$ cat config.mk
export PLATFORM = sky130hd
export DESIGN_NAME = start_sequencer
export DESIGN_NICKNAME = d
export VERILOG_FILES = /design/src/rtl/start_sequencer.sv
export SDC_FILE = /design/constraint.sdc
export NUM_CORES = 1
export LEC_CHECK = 0
export CORE_MARGIN = 3
export CORE_UTILIZATION = 58
export CTS_CLUSTER_DIAMETER = 50
export DETAILED_ROUTE_END_ITERATION = 8
export HOLD_SLACK_MARGIN = 0.15
export PLACE_DENSITY = 0.85
export SLEW_MARGIN = 25
export SYNTH_ARGS = -nofsm -noshare
export SYNTH_HDL_FRONTEND = slang
export SYNTH_SLANG_ARGS = --single-unit
$ cat constraint.sdc
create_clock -name clock -period 2.9 [get_ports clock]
set_clock_uncertainty 0.2 [all_clocks]
set_input_delay 0.435 -clock clock [delete_from_list [all_inputs] [get_ports clock]]
set_output_delay 0.435 -clock clock [all_outputs]
set_load 0.01 [all_outputs]
$ cat src/rtl/start_sequencer.sv
// Start-button sequencer: synchronises the button and switches, debounces the
// button, then issues one start pulse per press and supervises core completion.
module start_sequencer #(
    parameter int SYNC_STAGES     = 2,
    parameter int DEBOUNCE_CYCLES = 1000000,
    parameter int TIMEOUT_CYCLES  = 100000000
) (
    input  logic       clock,
    input  logic       reset,
    input  logic       io_btnRaw,
    input  logic [3:0] io_digitSelRaw,
    input  logic [3:0] io_imgSelRaw,
    input  logic       io_done,
    output logic       io_start,
    output logic [3:0] io_digitSel,
    output logic [3:0] io_imgSel,
    output logic       io_busy,
    output logic       io_timeout
);

    localparam int DCW = $clog2(DEBOUNCE_CYCLES + 1);
    localparam int TCW = $clog2(TIMEOUT_CYCLES + 1);

    typedef enum logic [1:0] {IDLE, START, WAIT_DONE} state_t;

    logic [SYNC_STAGES-1:0]      btn_sync;
    logic [SYNC_STAGES-1:0][3:0] digit_sync;
    logic [SYNC_STAGES-1:0][3:0] img_sync;
    logic                        btn_s;
    logic [3:0]                  digit_s;
    logic [3:0]                  img_s;

    logic           db_level;
    logic           db_prev;
    logic [DCW-1:0] db_cnt;
    logic           press;

    logic           done_prev;
    logic           done_rise;

    state_t         state, state_next;
    logic [TCW-1:0] tcnt, tcnt_next;
    logic [3:0]     digit_next, img_next;
    logic           timeout_next;

    assign btn_s   = btn_sync[SYNC_STAGES-1];
    assign digit_s = digit_sync[SYNC_STAGES-1];
    assign img_s   = img_sync[SYNC_STAGES-1];

    always_ff @(posedge clock or posedge reset) begin
        if (reset) begin
            btn_sync   <= '0;
            digit_sync <= '0;
            img_sync   <= '0;
        end else begin
            btn_sync   <= {btn_sync[SYNC_STAGES-2:0], io_btnRaw};
            digit_sync <= {digit_sync[SYNC_STAGES-2:0], io_digitSelRaw};
            img_sync   <= {img_sync[SYNC_STAGES-2:0], io_imgSelRaw};
        end
    end

    // Level changes only after DEBOUNCE_CYCLES consecutive disagreeing cycles.
    always_ff @(posedge clock or posedge reset) begin
        if (reset) begin
            db_level <= 1'b0;
            db_prev  <= 1'b0;
            db_cnt   <= '0;
        end else begin
            db_prev <= db_level;
            if (btn_s != db_level) begin
                if (db_cnt == DCW'(DEBOUNCE_CYCLES - 1)) begin
                    db_level <= btn_s;
                    db_cnt   <= '0;
                end else begin
                    db_cnt <= db_cnt + DCW'(1);
                end
            end else begin
                db_cnt <= '0;
            end
        end
    end

    assign press = db_level & ~db_prev;

    always_ff @(posedge clock or posedge reset) begin
        if (reset) done_prev <= 1'b0;
        else       done_prev <= io_done;
    end

    // Edge, not level: a done left high by the previous run must not end this one.
    assign done_rise = io_done & ~done_prev;

    always_comb begin
        state_next   = state;
        tcnt_next    = tcnt;
        digit_next   = io_digitSel;
        img_next     = io_imgSel;
        timeout_next = io_timeout;
        case (state)
            IDLE: begin
                if (press) begin
                    state_next   = START;
                    digit_next   = digit_s;
                    img_next     = img_s;
                    timeout_next = 1'b0;
                end
            end
            START: begin
                state_next = WAIT_DONE;
                tcnt_next  = '0;
            end
            WAIT_DONE: begin
                if (done_rise) begin
                    state_next = IDLE;
                end else if (tcnt == TCW'(TIMEOUT_CYCLES - 1)) begin
                    state_next   = IDLE;
                    timeout_next = 1'b1;
                end else begin
                    tcnt_next = tcnt + TCW'(1);
                end
            end
            default: state_next = IDLE;
        endcase
    end

    // Outputs are registered from the next-state decode so they align with state.
    always_ff @(posedge clock or posedge reset) begin
        if (reset) begin
            state       <= IDLE;
            tcnt        <= '0;
            io_start    <= 1'b0;
            io_busy     <= 1'b0;
            io_timeout  <= 1'b0;
            io_digitSel <= '0;
            io_imgSel   <= '0;
        end else begin
            state       <= state_next;
            tcnt        <= tcnt_next;
            io_start    <= (state_next == START);
            io_busy     <= (state_next != IDLE);
            io_timeout  <= timeout_next;
            io_digitSel <= digit_next;
            io_imgSel   <= img_next;
        end
    end

endmodule

==> metrics <==
run status finished clean; top cell type's share of synthesized area 0.561; area delta synth->final 14.0%; fin crit share 0.785; sum of buffers and inverters on the critical path 0; Critical Path AT 2320 ps; fin crit period 2280 ps; Synth Register Bits 81; number of I/O pins 23; cell count after synthesis 324; TritonCTS clock tree done; GPL Wtd Cong 0.808; CTS Sinks 81; crit-path cells nand2b_1 > o21ai_1 > and4_1 > a31oi_1 > a41o_1; largest net degree at the start of global routing 48; share of layout cells above drive strength 1 0.113; CTS buffer count 9; Die Y 84.9 um; Rel. slew slack 0.533; Mapped Area 3610 um^2; LEAKAGE 0.00186 uW; top fanout value on the critical path 11; post-CTS setup buffer count 0; Worst setup EP type flip-flop; DRC 0; Vias 2544; Worst setup SP type flip-flop; ys async rst share 1.00; RSZ-0062 raised after global routing no; commonest non-fill, non-tap cells in the layout dfrtp_1 (81), nor2_1 (49), clkdlybuf4s50_1 (22), nand3_1 (19), nand2_1 (17); core area 5990 um^2; mean number of vias per cell 5.93; Slew Viols, Final 0; Post-CTS Hold Buffers 0; Die X 84.9 um; clock-pin transition on the worst setup and hold timing paths 90 ps; row count 28; Placed Cells 413; Syn Area/Cell 11.2 um^2; clock latency on the worst-skew pair 360 ps; post-route non-filler standard cell count 429; DRT Pass-1 Iters 4; Hold Crit Class flip-flop to flip-flop; CP max-delay cell dfrtp_1; diode count 0; # port buffers 22; Die ar. 7220 um^2; net count reported at finish 363; setup TNS 0 ps; register area share after synthesis 0.561; area leader, netlist dfrtp_1; WS Path Type flip-flop to flip-flop; Yosys warnings 0; number of synthesized flops with an enable pin 0; pwr dens 500 nW/um^2; post-DP HPWL 4720 um; Initial Util 0.603; Final Hold Vio Count 0; VDD IR-drop max 439 uV; clock tree root driver cell clkbuf_8; Required @ worst endpoint 2950 ps; Max Fclk 439 MHz; Worst Max-Slew Pin Slew 701 ps; number of H-tree levels 3; ANT nets after route 0; gr usage total 0.212; Post-CTS Resized 0; Congestion Overflow GR 0; Main synth FF type dfrtp_1; Distinct cells, synth 49; Post-Syn Nets 338; initial antenna violation count 0; vias in the first global route 2718; max cap viols 0; synth top area cells dfrtp_1 (56%), nor2_1 (5.1%), xnor2_1 (3.6%); wirelength, routed 6790 um; first-pass GRT wire length 12200 um; Clock Path Buffers 2; Final setup viols 0; WL per Instance 15.8 um; crit-path max cell delay 500 ps; commonest non-fill, non-tap cell in the layout dfrtp_1; Detailed Route Iter0 Violations 220; Top delay family on crit path simple AND/OR/NAND/NOR gates
-- logic make-up after synthesis --
family	count (synthesis)	share of synthesized area
compound gates	34	0.0727
buf+inv	19	0.0253
fa+ha+maj	2	0.00692
flops	81	0.561
simple gates	149	0.234
mux	9	0.0280
xor+xnor	30	0.0727
-- state kept, by name, summed over array words and instances, names as in the netlist --
register / count
tcnt: 27
db_cnt: 20
digit_s: 4
digit_sync: 4
img_s: 4
img_sync: 4
io_digitSel: 4
io_imgSel: 4
btn_sync: 2
state: 2
db_level: 1
db_prev: 1
done_prev: 1
io_busy: 1
io_start: 1
io_timeout: 1
-- metrics by stage --
stage	util	total power, uW	area, um^2	hold slack [ps]	worst slack [ps]
3_5_place_dp	0.653	1230	3910	135	482
2_1_floorplan	-	1200	3610	131	185
6_report	0.688	2060	4120	151	624
4_1_cts	0.688	2080	4120	154	646
5_1_grt	0.688	2140	4120	160	503
3_3_place_gp	0.653	1230	3910	134	605
-- per-layer routing --
layer | up-vias | global-route usage | wire length [um]
met5 | - | 0 | 0
met4 | 0 | 0.0806 | 112
met3 | 14 | 0.0592 | 286
met2 | 58 | 0.359 | 3460
met1 | 1268 | 0.258 | 2930
li1 | 1204 | - | -
-- Yosys cell counts, types with 2 or more instances --
cell type / n
a31oi_1: 6
a31o_1: 2
nand3_1: 19
nor4b_1: 4
nand2b_1: 4
nor2_1: 49
a311oi_1: 4
mux2_2: 9
nor4_1: 2
xnor2_1: 15
inv_1: 8
and4_1: 7
nand4_2: 3
nand2_1: 17
xor2_1: 15
nor4_4: 2
nand4_1: 9
a41o_1: 6
and3_1: 9
nor3_1: 6
and2b_1: 2
a21oi_1: 6
buf_2: 7
and2_1: 4
dfrtp_1: 81
nor3b_1: 4
ha_1: 2
-- final cells by class --
| cell class | instances | area [um^2] |
|---|---|---|
| Clock inverter | 6 | 72.6 |
| Tap cell | 75 | 93.8 |
| Sequential cell | 81 | 2030 |
| Fill cell | 424 | 1870 |
| Inverter | 8 | 31.3 |
| Clock buffer | 10 | 138 |
| Timing Repair Buffer | 25 | 255 |
| Multi-Input combinational cell | 224 | 1500 |
-- power by group --
part | internal (uW) | switching, uW
Combinational | 21.0 | 33.6
Sequential | 1140 | 7.65
Clock | 432 | 422
-- final timing paths --
check	cells past startpoint	start	slack (ps)	endpoint
max in group asynchronous	3	reset	1600	tcnt[22]
worst min register to register	0	digit_sync[2]	150	digit_s[2]
min in group asynchronous	2	reset	260	digit_sync[0]
worst max-delay path	5	state[1]	620	tcnt[26]
worst min-delay path	0	digit_sync[2]	150	digit_s[2]
worst max register to register	5	state[1]	620	tcnt[26]
(Power assumes the default switching activity.)
